--- src/rtl/rcom_cmd_sequencer.sv ---
// RCOM command sequencer: queues commands and issues them to the transmitter
// one at a time, guarding each wait with a timeout and reporting pass/fail.
//
// Ports:
//   clk, rst_n            clock, async active-low reset
//   wr_cmd, wr_data       push a command into the FIFO
//   start                 begin a run (sampled in IDLE only)
//   clr_err               clear sticky error flags
//   cmd_snt               transmitter finished sending cmd
//   resp_rdy, resp        response byte from the robot
//   cmd, snd_cmd          command register and one-cycle send strobe
//   full, empty, count    FIFO status
//   busy, done            run in progress / end-of-run pulse
//   fail, timeout_err,
//   bad_resp, overflow    sticky outcome flags
//   err_idx               run index of the failing command
module rcom_cmd_sequencer #(
    parameter int          CMD_W   = 16,
    parameter int          DEPTH   = 8,
    parameter int          TMO_CYC = 1000000,
    parameter logic [7:0]  RESP_OK = 8'hA5
) (
    input  logic                     clk,
    input  logic                     rst_n,
    input  logic                     wr_cmd,
    input  logic [CMD_W-1:0]         wr_data,
    input  logic                     start,
    input  logic                     clr_err,
    input  logic                     cmd_snt,
    input  logic                     resp_rdy,
    input  logic [7:0]               resp,
    output logic [CMD_W-1:0]         cmd,
    output logic                     snd_cmd,
    output logic                     full,
    output logic                     empty,
    output logic [$clog2(DEPTH):0]   count,
    output logic                     busy,
    output logic                     done,
    output logic                     fail,
    output logic                     timeout_err,
    output logic                     bad_resp,
    output logic                     overflow,
    output logic [$clog2(DEPTH):0]   err_idx
);

    localparam int PW = $clog2(DEPTH);
    localparam int CW = PW + 1;
    localparam int TW = $clog2(TMO_CYC);
    localparam logic [TW-1:0] TMO_LAST = TW'(TMO_CYC - 1);

    typedef enum logic [2:0] {
        IDLE,
        SEND,
        WAIT_SNT,
        WAIT_RESP,
        DONE
    } state_t;

    state_t state, state_n;

    logic [CMD_W-1:0] mem [DEPTH];
    logic [PW-1:0]    wr_ptr, rd_ptr;
    logic [CW-1:0]    cnt;
    logic [CW-1:0]    idx;
    logic [TW-1:0]    tmr;

    logic pop, flush, push_ok, push_drop;
    logic idx_clr, idx_inc, set_to, set_bad;
    logic waiting, tmr_exp;

    // FIFO status
    assign full    = (cnt == CW'(DEPTH));
    assign empty   = (cnt == '0);
    assign count   = cnt;

    // A push is dropped silently during a flush; only a full FIFO without
    // a same-cycle pop counts as overflow.
    assign push_ok   = wr_cmd && !flush && (!full || pop);
    assign push_drop = wr_cmd && !flush && full && !pop;

    always_ff @(posedge clk or negedge rst_n) begin
        if (!rst_n) begin
            wr_ptr <= '0;
            rd_ptr <= '0;
            cnt    <= '0;
        end else if (flush) begin
            wr_ptr <= '0;
            rd_ptr <= '0;
            cnt    <= '0;
        end else begin
            if (push_ok) wr_ptr <= wr_ptr + 1'b1;
            if (pop)     rd_ptr <= rd_ptr + 1'b1;
            case ({push_ok, pop})
                2'b10:   cnt <= cnt + 1'b1;
                2'b01:   cnt <= cnt - 1'b1;
                default: cnt <= cnt;
            endcase
        end
    end

    always_ff @(posedge clk) begin
        if (push_ok) mem[wr_ptr] <= wr_data;
    end

    // Wait-state timer; restarts on any state change
    assign waiting = (state == WAIT_SNT) || (state == WAIT_RESP);
    assign tmr_exp = (tmr == TMO_LAST);

    always_ff @(posedge clk or negedge rst_n) begin
        if (!rst_n) begin
            tmr <= '0;
        end else if (waiting && (state_n == state)) begin
            tmr <= tmr + 1'b1;
        end else begin
            tmr <= '0;
        end
    end

    // State register
    always_ff @(posedge clk or negedge rst_n) begin
        if (!rst_n) state <= IDLE;
        else        state <= state_n;
    end

    // Next state and control strobes; events take priority over timeout
    always_comb begin
        state_n = state;
        pop     = 1'b0;
        flush   = 1'b0;
        idx_clr = 1'b0;
        idx_inc = 1'b0;
        set_to  = 1'b0;
        set_bad = 1'b0;
        unique case (state)
            IDLE: begin
                if (start) begin
                    if (!empty) begin
                        pop     = 1'b1;
                        idx_clr = 1'b1;
                        state_n = SEND;
                    end else begin
                        state_n = DONE;
                    end
                end
            end
            SEND: state_n = WAIT_SNT;
            WAIT_SNT: begin
                if (cmd_snt) begin
                    state_n = WAIT_RESP;
                end else if (tmr_exp) begin
                    set_to  = 1'b1;
                    flush   = 1'b1;
                    state_n = DONE;
                end
            end
            WAIT_RESP: begin
                if (resp_rdy) begin
                    if (resp == RESP_OK) begin
                        if (!empty) begin
                            pop     = 1'b1;
                            idx_inc = 1'b1;
                            state_n = SEND;
                        end else begin
                            state_n = DONE;
                        end
                    end else begin
                        set_bad = 1'b1;
                        flush   = 1'b1;
                        state_n = DONE;
                    end
                end else if (tmr_exp) begin
                    set_to  = 1'b1;
                    flush   = 1'b1;
                    state_n = DONE;
                end
            end
            DONE:    state_n = IDLE;
            default: state_n = IDLE;
        endcase
    end

    assign snd_cmd = (state == SEND);
    assign done    = (state == DONE);
    assign busy    = (state != IDLE);

    // Command register and run index
    always_ff @(posedge clk or negedge rst_n) begin
        if (!rst_n) begin
            cmd <= '0;
            idx <= '0;
        end else begin
            if (pop)     cmd <= mem[rd_ptr];
            if (idx_clr) idx <= '0;
            else if (idx_inc) idx <= idx + 1'b1;
        end
    end

    // Sticky flags: a set in the same cycle as clr_err wins
    always_ff @(posedge clk or negedge rst_n) begin
        if (!rst_n) begin
            timeout_err <= 1'b0;
            bad_resp    <= 1'b0;
            overflow    <= 1'b0;
            err_idx     <= '0;
        end else begin
            if (set_to)       timeout_err <= 1'b1;
            else if (clr_err) timeout_err <= 1'b0;
            if (set_bad)      bad_resp    <= 1'b1;
            else if (clr_err) bad_resp    <= 1'b0;
            if (push_drop)    overflow    <= 1'b1;
            else if (clr_err) overflow    <= 1'b0;
            if (set_to || set_bad) err_idx <= idx;
        end
    end

    assign fail = timeout_err | bad_resp | overflow;

endmodule

--- config.mk ---
export PLATFORM = sky130hd
export DESIGN_NAME = rcom_cmd_sequencer
export DESIGN_NICKNAME = d
export VERILOG_FILES = /design/src/rtl/rcom_cmd_sequencer.sv
export SDC_FILE = /design/constraint.sdc
export NUM_CORES = 1
export LEC_CHECK = 0
export CORE_ASPECT_RATIO = 2
export CORE_UTILIZATION = 30
export CTS_BUF_LIST = sky130_fd_sc_hd__clkbuf_8
export CTS_CLUSTER_SIZE = 30
export DETAILED_ROUTE_END_ITERATION = 12
export SYNTH_ARGS = -nofsm -noshare
export SYNTH_HDL_FRONTEND = slang
export SYNTH_SLANG_ARGS = --single-unit
--- constraint.sdc ---
create_clock -name clk -period 4.4 [get_ports clk]
set_input_delay 1.32 -clock clk [delete_from_list [all_inputs] [get_ports clk]]
set_output_delay 1.32 -clock clk [all_outputs]
set_load 0.05 [all_outputs]
==> results of run 1 <==
[layer usage]
metal | part of all wire | vias up | wire [um] | GRT usage
met5 | 0 | - | 0 | 0
met4 | 0.028 | 0 | 478 | 0.06170
met3 | 0.031 | 31 | 527 | 0.02888
met2 | 0.57 | 105 | 9615 | 0.2493
met1 | 0.37 | 2293 | 6188 | 0.1397
li1 | - | 2048 | - | -
[cell usage after synthesis, types with 2 or more instances]
library cell    n
edfxtp_1      128
dfrtp_1        60
nor2_1         38
mux4_2         32
nand2_1        31
o21ai_0        22
mux2i_1        20
xor2_1         15
clkbuf_1       13
xnor2_1        10
nand3_1         9
nand4_1         9
nor3_1          9
inv_1           8
a21oi_1         6
ha_1            6
nand2b_1        6
nor4_1          5
nor4b_1         5
or3_1           5
buf_2           4
mux2_2          4
buf_6           3
o21ai_1         3
a211oi_1        2
a21o_1          2
a31oi_1         2
and4_1          2
buf_1           2
nand4b_1        2
nand4bb_1       2
nor4_4          2
nor4bb_1        2
or4_1           2
or4_4           2
or4bb_1         2
[logic make-up (layout without fill, tap and decap cells)]
logic type | count (synthesis) | in the layout | synth area share
DFF | 188 | 188 | 0.6804
and+or+nand+nor | 142 | 142 | 0.1029
muxes | 56 | 56 | 0.1229
AOI/OAI and AO/OA | 47 | 47 | 0.03599
buffers and inverters | 30 | 119 | 0.01784
xor gates and xnor gates | 25 | 25 | 0.02787
adders and majority gates | 7 | 7 | 0.01210
[power breakdown]
group	internal [mW]	switching, mW
Combinational	0.731	1.07
Sequential	2.18	0.233
Clock	0.539	0.606
[cell usage in the layout, fill, tap and decap left out, types with 3 or more instances in the layout]
cell             netlist  routed
edfxtp_1             128     128
clkdlybuf4s50_1        0      62
dfrtp_1               60      59
nor2_1                38      38
mux4_2                32      32
nand2_1               31      31
o21ai_0               22      21
mux2i_1               20      20
clkbuf_8               0      19
xor2_1                15      15
buf_4                  0      15
xnor2_1               10      10
nand3_1                9       9
nand4_1                9       9
inv_1                  8       8
nor3_1                 9       8
nand2b_1               6       6
a21oi_1                6       6
ha_1                   6       6
or3_1                  5       5
nor4b_2                1       5
o21ai_1                3       4
mux2_2                 4       4
inv_6                  0       4
nor4_2                 0       3
[state kept, by name (all words and copies together) (netlist names), 3 cells and up]
register / cells
cmd: 16
state: 3
rd_ptr: 3
tmr: 20
wr_ptr: 3
idx: 4
mem: 128
err_idx: 4
count: 4
[worst min-delay path, stage by stage (launching register included)]
cell	delay (ps)
dfrtp_1	360
nand2_1	50
o21ai_0	60
[how the worst max path moves through the flow]
stage	slack (ps)	end	cells past startpoint
2_1_floorplan	-340	mem[3][0]	5
6_report	450	full	2
3_3_place_gp	370	count[3]	10
3_5_place_dp	290	count[3]	10
5_1_grt	310	full	2
4_1_cts	410	full	2
[through the flow]
| stage | setup WS (ps) | hold slack, ps | util | power, mW | area (sq um) |
|---|---|---|---|---|---|
| detailed placement | 289.4 | 476.8 | 0.3511 | 4.287 | 9006 |
| finish | 452.8 | 497.2 | 0.3666 | 5.361 | 9403 |
| CTS | 407.3 | 493.1 | 0.3666 | 5.440 | 9403 |
| floorplan | -336.2 | 447.6 | - | 3.646 | 7856 |
| global placement | 374.5 | 461.2 | 0.3511 | 4.237 | 9006 |
| global route | 305.3 | 519.6 | 0.3666 | 5.643 | 9403 |
[layout make-up]
cell class	instances	area share
clock buffer	19	0.02781
clock inverter	12	0.01437
inverter	8	0.003194
multi-input combinational	277	0.2580
sequential	188	0.5686
tap	340	0.04524
timing repair buffer	80	0.08277
==> impl_results.md, run 1 <==
- Status: completed
- Synth top area cells: edfxtp_1, dfrtp_1, mux4_2
- Worst path max stage delay: 940 ps
- Total grt overflow: 0
- Max Clock Skew: 12.10 ps
- Worst reg2reg path depth: 10
- RSZ-0062 raised after global routing: no
- CP endpoint kind: output pin
- CTS root buffer: clkbuf_8
- Worst-path clk slew: 90 ps
- Crit path kind: reg2out
- Least-Margin Pin Slew: 1095 ps
- Power Dens Cells: 570.2 nW/um^2
- Total wire length: 16.81 mm
- Final Max Slew Viols: 0
- Synthesized flop and latch total: 188
- Clock Latency Late Sink: 450 ps
- Hold buffers post-CTS: 0
- Area grow syn2layout: 19.68%
- Post-synth ARST share: 0.3191
- RePlAce Congestion: 0.8302
- Final net count: 610
- Crit path launch: count[1]
- Setup Buffers After CTS: 0
- Number of gates resized after cts: 0
- Top cell type's share of synthesized area: 0.4892
- Syn Area/Cell: 15.87 sq um
- TritonCTS clock tree: built
- Peak supply drop: 0.2321 mV
- CTS max path bufs: 2
- Non-Filler Instances: 924
- Worst-path cell chain: nor4b_1 > clkdlybuf4s50_1
- Initial antenna violation count: 0
- Syn Std Cell Area: 7856 sq um
- Via/cell ratio: 4.845
- Mapped Cells: 495
- Worst R2R End: count[3]
- Final setup TNS: 0 ps
- Post-synth cell types: 56
- Fin crit share: 0.8971
- CP Launch Type: flop
- H-tree depth: 4
- Top FF cell, synth: edfxtp_1
- Vias: 4477
- Sequential cell area: 5346 sq um
- DIE AREA: 26880 sq um
- Max-Cap Viols: 0
- Crit path required time: 3080 ps
- Pin count of the biggest net entering global routing: 35
- Worst-path maximum fanout: 7
- Initial DRT Pass Iterations: 4
- Antenna Nets Post-Route: 0
- Largest area contributor in the netlist: edfxtp_1
- Initial core utilization: 0.3063
- Max Freq: 253.3 MHz
- Total CTS buffers: 17
- Multi-input combinational cell area: 2426 sq um
- Post-layout min period: 3947 ps
- First-pass GRT wire length: 26.47 mm
- CTS sink cnt: 188
- CP delay by family, top: buffers and inverters
- Wirelength per Cell: 18.19 um
- Row count: 83
- Final hold violation count: 0
- HP Class: reg2reg
- GRT Total Usage: 0.1344
- Max-slew headroom: 0.2699
- Cells after DPL: 893
- Critical path buffers and inverters: 1
- Arr. time, crit path: 2630 ps
- Vias in the first global route: 4880
- Seq/Total Area, Yosys: 0.6804
- Hold Crit Depth: 2
- Buffers added on ports: 63
- Initial DRC Count: 218
- Syn nets: 533
- Hold endpoint: cmd[11]
- Detail Placement HPWL: 11.74 mm
- Die height: 230.9 um
- Fillers: 2428
- Yosys warnings: 0
- Number of I/O pins: 64
- Core area: 25650 sq um
- Post-synth EDFFs: 128
- Die width: 116.4 um
- # DRC: 0
- Static leakage: 3.209 nW
- Share of layout cells above drive strength 1: 0.1781
- Final setup violation count: 0
- ANT cells: 0
- HP Start: cmd[11]
- Crit-path slowest cell: clkdlybuf4s50_1
- R2r setup slk: 1510 ps
- Reg2Reg Launch Point: count[1]
Power figures use the tool's default switching activity.
==> run 2, diff against run 1 <==
--- a/config.mk
+++ b/config.mk
@@ -6,7 +6,7 @@
 export NUM_CORES = 1
 export LEC_CHECK = 0
 export CORE_ASPECT_RATIO = 2
-export CORE_UTILIZATION = 30
+export CORE_UTILIZATION = 36
 export CTS_BUF_LIST = sky130_fd_sc_hd__clkbuf_8
 export CTS_CLUSTER_SIZE = 30
 export DETAILED_ROUTE_END_ITERATION = 12
==> impl_results.md, run 2 (same netlist as run 1, synthesis figures left out) <==
- Status: completed
- Hold buffers post-CTS: 0
- Initial core utilization: 0.3656
- Largest regs: mem (128), tmr (20), cmd (16)
- Share of layout cells above drive strength 1: 0.1823
- Initial antenna violation count: 0
- # DRC: 0
- Pwr Total: 5.521 mW
- Most flop-heavy register: mem
- Crit. path cell count: 3
- RePlAce Congestion: 0.8431
- Max Clock Skew: 18.88 ps
- Final hold violation count: 0
- Cells after DPL: 828
- Vias: 4488
- Critical path buffers and inverters: 2
- Static leakage: 3.250 nW
- Least-Margin Pin Slew: 1148 ps
- Fin Hold WS: 491.8 ps
- Setup Buffers After CTS: 0
- Max-slew headroom: 0.2348
- Row count: 76
- Total wire length: 16.27 mm
- Final setup violation count: 0
- ANT cells: 0
- HP Start: cmd[6]
- Crit path launch: count[1]
- Max-Cap Viols: 0
- Design area: 9413 sq um
- Number of I/O pins: 64
- Post-layout min period: 3879 ps
- Max Freq: 257.8 MHz
- HP Class: reg2reg
- Reg2Reg Launch Point: count[1]
- Die height: 210.9 um
- Buffers added on ports: 63
- Wirelength per Cell: 18.92 um
- GRT Total Usage: 0.1564
- CTS root buffer: clkbuf_8
- Detail Placement HPWL: 11.10 mm
- End of the critical path: empty
- Worst-path cell chain: or4_4 > inv_1 > clkdlybuf4s50_1
- Die width: 106.5 um
- Crit path kind: reg2out
- Vias in the first global route: 4880
- Worst reg2reg path depth: 10
- Antenna Nets Post-Route: 0
- Number of gates resized after cts: 0
- DIE AREA: 22450 sq um
- Clock Latency Late Sink: 480 ps
- Final net count: 612
- H-tree depth: 4
- Setup WS pre-CTS: 232.6 ps
- Fillers: 1980
- Max reg flops: 128
- Core area: 21490 sq um
- Pin count of the biggest net entering global routing: 43
- RSZ-0062 raised after global routing: no
- Peak supply drop: 0.4229 mV
- Fin crit share: 0.8816
- Via/cell ratio: 5.219
- Area grow syn2layout: 19.81%
- Final setup TNS: 0 ps
- Non-Filler Instances: 860
- Final Max Slew Viols: 0
- R2r setup slk: 1550 ps
- First-pass GRT wire length: 25.81 mm
- Worst path max stage delay: 840 ps
- Worst-path clk slew: 90 ps
- Most frequent cells in the layout: edfxtp_1, clkdlybuf4s50_1, dfrtp_1
- TritonCTS clock tree: built
- Initial DRC Count: 197
- CP delay by family, top: buffers and inverters
- Worst-path maximum fanout: 7
- Initial DRT Pass Iterations: 4
- CTS sink cnt: 188
- Cell area after placement: 8950 sq um
- Arr. time, crit path: 2560 ps
- CP endpoint kind: output pin
- Crit-path slowest cell: clkdlybuf4s50_1
- Commonest non-fill, non-tap cell in the layout: edfxtp_1
- Total CTS buffers: 17
- Power Dens Cells: 586.5 nW/um^2
- Final worst slack: 520.9 ps
- Post-Route Utilization: 0.4380
- CP Launch Type: flop
- Crit path required time: 3080 ps
- Total grt overflow: 0
- Worst R2R End: count[3]
- CTS max path bufs: 2
run 2: cell count changes in the layout (fill, tap and decap cells not counted):
cell,previous run,this run
inv_1,8,9
clkinv_4,0,1
buf_12,2,3
inv_8,1,0
clkinv_1,1,0
clkbuf_8,19,18
inv_6,4,2
clkinv_2,2,1
buf_4,15,16
bufinv_16,2,5
clkinvlp_4,2,4
run 2: final cells by class:
class / count / area [sq um] / area share
multi-input combinational: 277 / 2426 / 0.2577
timing repair buffer: 82 / 805.8 / 0.08560
clock inverter: 14 / 215.2 / 0.02286
sequential: 188 / 5346 / 0.5680
clock buffer: 18 / 247.7 / 0.02632
inverter: 8 / 30.03 / 0.003190
tap: 273 / 341.6 / 0.03629
run 2: how the worst min path moves through the flow:
stage	to	depth (start not counted)	slack (ps)
after global placement	tmr[0]	1	460
after CTS	cmd[0]	2	500
final	cmd[6]	2	490
after detailed placement	cmd[4]	2	470
after floorplan	tmr[0]	1	450
after global routing	cmd[5]	2	520
run 2: report_power, final:
group / switching (mW) / internal (mW) / total, mW
logic: 1.07 / 0.747 / 1.82
clock network: 0.605 / 0.692 / 1.30
registers: 0.226 / 2.18 / 2.41
run 2: tightest hold or removal path, cell delays in order (launching register included):
cell	delay (ps)
dfrtp_1	350
nand2_1	50
o21ai_0	60
run 2: per-layer routing:
| metal | part of all wire | GRT usage |
|---|---|---|
| met1 | 0.38 | 0.1595 |
| met5 | 0 | 0 |
| met2 | 0.55 | 0.2924 |
| met3 | 0.032 | 0.03116 |
| met4 | 0.037 | 0.08644 |
